**config.mk**
```make
export PLATFORM = sky130hd
export DESIGN_NAME = rom_arbiter
export DESIGN_NICKNAME = d
export VERILOG_FILES = /design/src/rtl/rom_arbiter.sv
export SDC_FILE = /design/constraint.sdc
export NUM_CORES = 1
export LEC_CHECK = 0
export CAP_MARGIN = 25
export CORE_MARGIN = 5
export CORE_UTILIZATION = 39
export CTS_CLUSTER_DIAMETER = 80
export DETAILED_ROUTE_END_ITERATION = 16
export PLACE_DENSITY = 0.78
export SLEW_MARGIN = 20
export SYNTH_ARGS = -nofsm -noshare
export SYNTH_HDL_FRONTEND = slang
export SYNTH_SLANG_ARGS = --single-unit
```
**constraint.sdc**
```tcl
create_clock -name clk -period 1.8 [get_ports clk]
set_input_delay 0.18 -clock clk [delete_from_list [all_inputs] [get_ports clk]]
set_output_delay 0.18 -clock clk [all_outputs]
set_load 0.01 [all_outputs]
```
**src/rtl/rom_arbiter.sv**
```systemverilog
// rom_arbiter: round-robin sharing of one ROM read port by two requesters, with a read watchdog.
// Latency: rom_start 1 cycle after grant, doneN 1 cycle after rom_done or after TIMEOUT_CYCLES in WAIT; optional ROM_CACHE_EN one-entry hit cache.
// Backpressure: requests are held in IDLE while rom_ready=0 (a cache hit does not need rom_ready).
module rom_arbiter #(
  parameter int ADDR_WIDTH     = 16,
  parameter int DATA_WIDTH     = 16,
  parameter int TIMEOUT_CYCLES = 1023
) (
  input  logic                  clk,
  input  logic                  reset,
  input  logic                  req0,
  input  logic [ADDR_WIDTH-1:0] addr0,
  input  logic                  req1,
  input  logic [ADDR_WIDTH-1:0] addr1,
  output logic                  done0,
  output logic                  done1,
  output logic [DATA_WIDTH-1:0] rdata,
  output logic                  err,
  input  logic                  cache_flush,
  input  logic                  rom_ready,
  output logic                  rom_start,
  output logic [ADDR_WIDTH-1:0] rom_address,
  input  logic                  rom_done,
  input  logic [DATA_WIDTH-1:0] rom_data
);
  localparam int CW = $clog2(TIMEOUT_CYCLES + 1);
  localparam logic [CW-1:0] CNT_MAX = CW'(TIMEOUT_CYCLES);

  typedef enum logic [1:0] {IDLE, ISSUE, WAIT, RESP} state_t;

  state_t                state_q, state_d;
  logic                  owner_q, owner_d;
  logic                  prio_q, prio_d;
  logic                  done0_q, done0_d;
  logic                  done1_q, done1_d;
  logic                  err_q, err_d;
  logic                  rom_start_q, rom_start_d;
  logic [DATA_WIDTH-1:0] rdata_q, rdata_d;
  logic [ADDR_WIDTH-1:0] rom_address_q, rom_address_d;
  logic [CW-1:0]         cnt_q, cnt_d;

  logic                  any_req, sel, hit, timed_out;
  logic [ADDR_WIDTH-1:0] sel_addr;
  logic [DATA_WIDTH-1:0] hit_data;

  assign any_req   = req0 | req1;
  assign sel       = (req0 & req1) ? prio_q : req1;
  assign sel_addr  = sel ? addr1 : addr0;
  assign timed_out = (cnt_q == CNT_MAX);

`ifdef ROM_CACHE_EN
  logic                  cvalid_q, cvalid_d;
  logic [ADDR_WIDTH-1:0] caddr_q, caddr_d;
  logic [DATA_WIDTH-1:0] cdata_q, cdata_d;

  assign hit      = cvalid_q && (caddr_q == sel_addr);
  assign hit_data = cdata_q;

  // Flush is applied last so it beats a fill in the same cycle.
  always_comb begin
    cvalid_d = cvalid_q;
    caddr_d  = caddr_q;
    cdata_d  = cdata_q;
    if (state_q == WAIT) begin
      if (rom_done) begin
        cvalid_d = 1'b1;
        caddr_d  = rom_address_q;
        cdata_d  = rom_data;
      end else if (timed_out) begin
        cvalid_d = 1'b0;
      end
    end
    if (cache_flush) cvalid_d = 1'b0;
  end

  always_ff @(posedge clk or posedge reset) begin
    if (reset) begin
      cvalid_q <= 1'b0;
      caddr_q  <= '0;
      cdata_q  <= '0;
    end else begin
      cvalid_q <= cvalid_d;
      caddr_q  <= caddr_d;
      cdata_q  <= cdata_d;
    end
  end
`else
  logic unused_cache_flush;
  assign unused_cache_flush = cache_flush;
  assign hit                = 1'b0;
  assign hit_data           = '0;
`endif

  always_ff @(posedge clk or posedge reset) begin
    if (reset) begin
      state_q       <= IDLE;
      owner_q       <= 1'b0;
      prio_q        <= 1'b0;
      done0_q       <= 1'b0;
      done1_q       <= 1'b0;
      err_q         <= 1'b0;
      rom_start_q   <= 1'b0;
      rdata_q       <= '0;
      rom_address_q <= '0;
      cnt_q         <= '0;
    end else begin
      state_q       <= state_d;
      owner_q       <= owner_d;
      prio_q        <= prio_d;
      done0_q       <= done0_d;
      done1_q       <= done1_d;
      err_q         <= err_d;
      rom_start_q   <= rom_start_d;
      rdata_q       <= rdata_d;
      rom_address_q <= rom_address_d;
      cnt_q         <= cnt_d;
    end
  end

  always_comb begin
    state_d = state_q;
    case (state_q)
      IDLE: begin
        if (any_req && hit)            state_d = RESP;
        else if (any_req && rom_ready) state_d = ISSUE;
      end
      ISSUE:   state_d = WAIT;
      WAIT:    if (rom_done || timed_out) state_d = RESP;
      RESP:    state_d = IDLE;
      default: state_d = IDLE;
    endcase
  end

  // Done/rdata/err are loaded on the edge entering RESP so they appear for that one cycle.
  always_comb begin
    owner_d       = owner_q;
    prio_d        = prio_q;
    done0_d       = 1'b0;
    done1_d       = 1'b0;
    err_d         = err_q;
    rom_start_d   = 1'b0;
    rdata_d       = rdata_q;
    rom_address_d = rom_address_q;
    cnt_d         = cnt_q;
    case (state_q)
      IDLE: begin
        if (any_req && hit) begin
          owner_d = sel;
          rdata_d = hit_data;
          err_d   = 1'b0;
          if (sel) done1_d = 1'b1;
          else     done0_d = 1'b1;
        end else if (any_req && rom_ready) begin
          owner_d       = sel;
          rom_start_d   = 1'b1;
          rom_address_d = sel_addr;
        end
      end
      ISSUE: cnt_d = '0;
      WAIT: begin
        if (rom_done || timed_out) begin
          rdata_d = rom_done ? rom_data : '0;
          err_d   = ~rom_done;
          if (owner_q) done1_d = 1'b1;
          else         done0_d = 1'b1;
        end else begin
          cnt_d = cnt_q + CW'(1);
        end
      end
      RESP:    prio_d = ~owner_q;
      default: ;
    endcase
  end

  assign done0       = done0_q;
  assign done1       = done1_q;
  assign rdata       = rdata_q;
  assign err         = err_q;
  assign rom_start   = rom_start_q;
  assign rom_address = rom_address_q;
endmodule
```
-- Word-level counts from Yosys, hierarchy flattened
Cells that the tools add are included.
- add/sub/neg operators: 1
- magnitude comparators: 0
- div/mod/pow operators: 0
- reduce and logical (&&, ||, !) cells: 8
- muxes and demuxes: 16
- equal/unequal tests: 7
- multiply operators: 0
- bitwise operators: 4
- shift operators: 0
- operator list (operator ; number):
    $mux 16 ; 2
    $pmux 10 s2 ; 1
    $add 10x1->10 const B ; 1
    $eq 10x10->1 const B ; 1
    $mux 10 ; 1
    $mux 1 ; 9
    $pmux 2 s4 ; 1
    $reduce_and 2->1 ; 4
    $ne 2x2->1 const B ; 3
    $eq 2x2->1 const B ; 2
    $mux 2 ; 2
    $eq 2x1->1 const B ; 1
    $logic_not 2->1 ; 1
    $not 1->1 ; 2
    $reduce_bool 2->1 ; 1
    $and 1x1->1 ; 1
    $logic_and 1x1->1 ; 1
    $logic_or 1x1->1 ; 1
    $or 1x1->1 ; 1
- bits in writable memories: 0
- memories: 0
- latch bits: 0
- word-level logic and storage cells: 46
- flip-flop bits (word level): 50
- bits in read-only memories: 0
- output and inout bits: 36
- input bits: 55

-- Logic depth before layout (Yosys ltp)
Gate-level depths: netlist (run 1).
- depth after elaboration: 4
- depth in mapped cells: 7
- mapped depth without buffers: 5

-- Least setup slack after synthesis (run 1)
OpenSTA, ideal clock, no wires.
- kind: register -> register
- start point: register cnt_q[0]
- end point: register state_q[1]
- setup slack: 0.081 ns
- stages on the path, launching flop included: 7
- arrival: 1.594 ns
- setup time: 0.125 ns
- path buffers: 1
- required time: 1.675 ns
- clock period less this slack: 1.719 ns
- cell sequence: dfrtp_1 > ha_1 > nand4_1 > o311ai_4 > buf_6 > nand2_2 > mux2_4
- word-level cells in the longest chain between the ends: 4
- RTL lines (item ; line ; text):
    start: declaration ; 40 ; logic [CW-1:0] cnt_q, cnt_d;
    start signal: assignment ; 116 ; cnt_q <= cnt_d;
    $eq 10x10->1 ; 49 ; assign timed_out = (cnt_q == CNT_MAX);
    $logic_or 1x1->1 ; 128 ; WAIT: if (rom_done || timed_out) state_d = RESP;
    $ne 2x2->1 (no source line) ; n/a ;
    $reduce_and 2->1 (no source line) ; n/a ;
    end signal: assignment ; 107 ; state_q <= state_d;
    end: declaration ; 31 ; state_t state_q, state_d;
Every way passes these cells.
A chain may end at the register's enable or synchronous reset.

-- Worst setup path in the final report (run 1)
Same ends and word-level chain as after synthesis.

==> results of run 1 <==
[power by group through the flow]
stage               clock network, W  registers (W)  logic, W
finish                      0.000678        0.00181   0.00214
global route                0.000754        0.00188   0.00236
CTS                         0.000705        0.00181   0.00213
detailed placement                 0        0.00183   0.00211
global placement                   0        0.00181   0.00205
floorplan                          0        0.00198  0.000832
[kinds of logic after synthesis]
logic type                 share of synthesized area (%)
AOI/OAI and AO/OA                                   17.3
xor gates and xnor gates                            1.16
adders and majority gates                           3.31
buffers and inverters                               4.19
DFF                                                 55.2
muxes                                               7.73
and+or+nand+nor                                     11.1
[cell type report]
cell class / count / area [um2]
Fill cell: 472 / 2110
Sequential cell: 50 / 1250
Timing Repair Buffer: 105 / 1040
Multi-Input combinational cell: 134 / 958
Tap cell: 72 / 90.1
Clock buffer: 6 / 82.6
Inverter: 9 / 33.8
Clock inverter: 2 / 12.5
[worst max-delay path by stage]
stage          startpoint         end  slack (ps)  depth (start not counted)
5_1_grt          cnt_q[1]  state_q[1]           2                          6
4_1_cts        state_q[0]    cnt_q[2]          10                          5
2_1_floorplan    cnt_q[0]  state_q[1]          80                          6
3_5_place_dp     cnt_q[0]    rdata[6]          -9                          5
3_3_place_gp     cnt_q[0]    rdata[7]          40                          5
6_report         cnt_q[0]  state_q[1]          80                          6
[registers in the layout, indices dropped and copies added, names as in the netlist]
| register | count |
|---|---|
| owner_q | 1 |
| rdata | 16 |
| rom_start | 1 |
| done0 | 1 |
| rom_address | 16 |
| state_q | 2 |
| prio_q | 1 |
| cnt_q | 10 |
| err | 1 |
| done1 | 1 |
[worst max-delay path, cell delays in order (launching register included)]
cell	delay [ps]
dfrtp_1	370
ha_2	190
nand4_1	180
o311ai_4	350
buf_6	180
nand2_2	60
mux2_4	290
[per-stage QoR]
step,setup WS [ps],cell area [um2],std cells
after floorplan,80.7,2270,203
after global placement,37.2,3310,367
after detailed placement,-9.17,3310,367
after CTS,11.8,3420,375
after global routing,2.36,3470,378
final,76.4,3470,378
[timing repair]
action                                 in CTS  in global routing
buffers inserted                            0                  3
setup endpoints to repair                  19                 24
endpoints found under the hold margin       0                  0
gates resized for setup                     1                  6
gates cloned                                0                  0
pin swaps                                   1                  2
[cell usage after synthesis (2+ instances only)]
cell,number
dfrtp_1,50
nand2_1,23
o21ai_0,22
a22o_1,16
mux2i_1,16
inv_1,9
nand3_1,8
ha_1,6
a21oi_1,5
nor2_1,5
clkbuf_1,4
o21ai_1,4
a21o_1,3
or3_1,3
and2_1,2
buf_4,2
buf_6,2
nand4_1,2
nor3b_1,2
o211ai_1,2
xor2_1,2
[per-layer routing]
| layer | global-route usage [%] | vias up | part of all wire [%] |
|---|---|---|---|
| met3 | 5.32 | 9 | 9.7 |
| met5 | 0 | - | 0 |
| li1 | - | 918 | - |
| met1 | 18.1 | 901 | 43 |
| met4 | 5.10 | 0 | 1.9 |
| met2 | 23.8 | 83 | 45 |
==> impl_metrics.ini, run 1 <==
[floorplanning]
floorplan.die.width_um = 86.2
fp.coreArea_um2 = 5570
initial_utilization_pct = 40.7
chipHeight_um = 86.2
design.portCount = 91
design.die.area_um2 = 7440
core.rowCount = 27

[finish]
layout.cells.most_common_list = clkdlybuf4s50_1, dfrtp_1, nand2_1, o21ai_0
final_layout_size_suffix_gt1_share_pct = 11.1
antenna_cells_inserted = 0
layout.core_utilization_pct = 62.2
design.final.nets = 366
areaGrowthSynthToFinish_pct = 53.0
layout_commonest_cell = clkdlybuf4s50_1

[synth]
mappedNetlistNets = 264
synth_area_leaders = dfrtp_1, mux2i_1, a22o_1, o21ai_0, nand2_1
synthArstFlopShare_pct = 100
yosysWarningCount = 0
post_synth_edffs = 0
post_synth_instance_area_um2 = 2270
netlist_instances = 203
synth.top_cell.area_share_pct = 55.2
syn_avg_cell_area_um2 = 11.2
netlist.top_cell.by_area = dfrtp_1
synth.yosys.seq_area_share_pct = 55.2
synth-main-ff-cell = dfrtp_1
synth-seq-cells = 50
post_synth_num_cell_types = 36

[global_route]
number_of_global_route_vias_before_repair = 1925
largest_net_degree_at_the_start_of_global_routing = 51
grt_antenna_before_repair = 0
overflow = 0
gr-usage-all-layers_pct = 14.7
grt_first_pass_wirelength_mm = 8.87

[worst_setup_path]
worst_setup_ep_type = flop
startpoint_type = flop
ff2ff_setup_slack_ps = 80
worst_r2r_path_depth = 6
r2r-end = state_q[1]
class_of_the_most_critical_setup_path = reg -> reg
worst_endpoint_required_time_ps = 1990
worst_r2r_startpoint = cnt_q[0]
timing.critical_path.fanout_max = 8
wp_data_arrival_ps = 1920

[clocking]
htree_num_levels = 2
clock-root-buffer = clkbuf_8
cts_num_sinks = 50
cts_buffers = 5
cts_hold_buf = 0
ctsLongestPathBuffers = 2
cts.reportedPaths.clkPinSlew_ps = 90
tritoncts = done
clkLatencyLatePin_ps = 300

[routing]
drc = 0
firstDrtPassIters = 4
dr.first_iter.drc_count = 84
dr_total_vias = 1911
detail-route-antenna-nets = 0
drt_wl_total_mm = 5.28
routed_wire_length_per_instance_um = 14.0
detail_route.vias_per_cell = 5.06

[sta]
timing.clock.skew_ps = 5.10
number_of_failing_hold_endpoints_at_the_final_stage = 0
final_slew_violations = 0
setup_viol = 0
achievable_clock_frequency_ghz = 0.580
slew_headroom_pct = 67.1
fin_worst_hold_slack_ps = 236
worst_slew_pin_slew_ps = 492
setup_repair_after_global_routing_missed_its_margin = false
min_period_ps = 1720
post-route-period-util_pct = 95.8
totalNegativeSetupSlack_ps = 0

[power]
total_leakage_power_nw = 1.57
sw_frac_of_total_pct = 33.2
power_frac_seq_pct = 39.1
design_power_total_w = 0.00463
total_switching_power_w = 0.00154
cell_internal_pwr_w = 0.00310
power.density_nw_per_um2 = 1340
clockPowerShare_pct = 14.6
ir_worst_vdd_mv = 0.540
combPwrFrac_pct = 46.3

[status]
status = finished clean

[placed_design]
gp_routability_congestion = 0.797
io_buffer_count = 89
hpwl_mm = 4.01

[hold_path]
hp-class = in -> async

[flow_run]
timing.max_cap.violations = 0
(Power assumes the default switching activity.)
==> inputs of run 2 (changes only) <==
--- a/config.mk
+++ b/config.mk
@@ -11,6 +11,7 @@
 export CTS_CLUSTER_DIAMETER = 80
 export DETAILED_ROUTE_END_ITERATION = 16
 export PLACE_DENSITY = 0.78
+export REMOVE_ABC_BUFFERS = 1
 export SLEW_MARGIN = 20
 export SYNTH_ARGS = -nofsm -noshare
 export SYNTH_HDL_FRONTEND = slang
==> impl_metrics.ini, run 2 (same netlist as run 1, synthesis figures left out) <==
[finish]
layout.cells.most_common_list = clkdlybuf4s50_1, dfrtp_1, nand2_1, o21ai_0
layout_commonest_cell = clkdlybuf4s50_1
antenna_cells_inserted = 0
final_layout_size_suffix_gt1_share_pct = 10.2
design.final.nets = 363
areaGrowthSynthToFinish_pct = 52.3
layout.core_utilization_pct = 61.9

[power]
ir_worst_vdd_mv = 0.618
design_power_total_w = 0.00474
power.density_nw_per_um2 = 1370
total_leakage_power_nw = 1.55

[placed_design]
gp_routability_congestion = 0.795
hpwl_mm = 4.02
io_buffer_count = 89

[floorplanning]
design.die.area_um2 = 7440
chipHeight_um = 86.2
floorplan.die.width_um = 86.2
initial_utilization_pct = 40.7
core.rowCount = 27
design.portCount = 91
fp.coreArea_um2 = 5570

[sta]
slew_headroom_pct = 66.9
setup_viol = 0
number_of_failing_hold_endpoints_at_the_final_stage = 0
timing.clock.skew_ps = 9.26
min_period_ps = 1730
achievable_clock_frequency_ghz = 0.579
post-route-period-util_pct = 96.0
final_slew_violations = 0
setup_repair_after_global_routing_missed_its_margin = true
worst_slew_pin_slew_ps = 494

[worst_setup_path]
startpoint_type = flop
worst_setup_ep_type = flop
worst_r2r_path_depth = 6
worst_endpoint_required_time_ps = 1990
cp.buffers_inverters = 1
timing.critical_path.slowest_stage_cell = dfrtp_1
critical_path_cell_by_cell = ha_1, nand4_1, o311ai_4, buf_4, nor3b_1, a211o_1
wp_data_arrival_ps = 1920
peak_per_stage_delay_on_the_critical_path_ps = 360
timing.critical_path.fanout_max = 6
worst-path-stages = 6
critPathTopFamily = compound AO/OA/AOI/OAI gates
class_of_the_most_critical_setup_path = reg -> reg

[routing]
routed_wire_length_per_instance_um = 14.1
detail_route.vias_per_cell = 5.00
dr.first_iter.drc_count = 89
detail-route-antenna-nets = 0
dr_total_vias = 1876
drc = 0
drt_wl_total_mm = 5.28
firstDrtPassIters = 4

[clocking]
cts_hold_buf = 0
ctsLongestPathBuffers = 2
clkLatencyLatePin_ps = 300
cts_buffers = 5
clock-root-buffer = clkbuf_8
cts_num_sinks = 50
htree_num_levels = 2
cts.reportedPaths.clkPinSlew_ps = 90
tritoncts = done

[global_route]
number_of_global_route_vias_before_repair = 1853
grt_antenna_before_repair = 0
grt_first_pass_wirelength_mm = 8.51
overflow = 0
gr-usage-all-layers_pct = 14.4
met3_usage_pct = 6.08
global_route.peak_usage_layer = met2
largest_net_degree_at_the_start_of_global_routing = 37
met2_track_demand_over_resource_in_global_routing_pct = 23.9
met1_usage_pct = 17.1

[flow_run]
timing.max_cap.violations = 0

[hold_path]
hp-class = in -> async

[status]
status = finished clean
## run 2: metal layers
metal  vias up  wire, um
met2        67      2590
met3         7       540
met4         0        54
met5         -         0
met1       884      2090
li1        918         -
## run 2: power by group
part / switching (W) / total, W / internal (W)
logic: 0.000897 / 0.00212 / 0.00123
registers: 0.000263 / 0.00182 / 0.00155
clock network: 0.000387 / 0.000804 / 0.000417
## run 2: worst register-to-register path, cell delays in order, from the launching register on
cell and delay (ps):
dfrtp_1 360, ha_1 170, nand4_1 210, o311ai_4 350, buf_4 200, nor3b_1 50
a211o_1 270
## run 2: per-stage QoR
step           setup TNS [ps]  hold WS, ps  setup slack [ps]  cell area (um2)  std cells
6_report                    0          153              72.4             3450        375
5_1_grt                 -65.8          190             -28.3             3450        375
4_1_cts                     0          158              26.3             3430        374
3_5_place_dp            -39.9          470             -16.4             3310        366
3_3_place_gp                0          460              46.5             3310        366
2_1_floorplan          -14150          313              -824             2210        193
## run 2: path summary, 6_finish.rpt
kind | start | to | slack, ps
setup / recovery | cnt_q[0] | cnt_q[2] | 70
hold / removal | reset | rom_address[2] | 150
setup reg to reg | cnt_q[0] | cnt_q[2] | 70
hold reg to reg | rom_address[8] | rom_address[8] | 480
max in group asynchronous | reset | cnt_q[2] | 1140
min in group clk | rom_data[5] | rdata[5] | 460
## run 2: cell type report
cell class | count | area [um2]
flip-flops and latches | 50 | 1250
clock buffers | 5 | 68.8
multi-input cells | 134 | 950
repair buffers | 102 | 1010
fillers | 480 | 2120
well taps | 72 | 90.1
inverters | 9 | 33.8
clock inverters | 3 | 43.8
## run 2: repair_timing
item,in CTS,in global routing
pin swaps,0,1
setup buffers,0,1
setup endpoints to repair,18,20
resized for setup,2,3
cloned,0,0
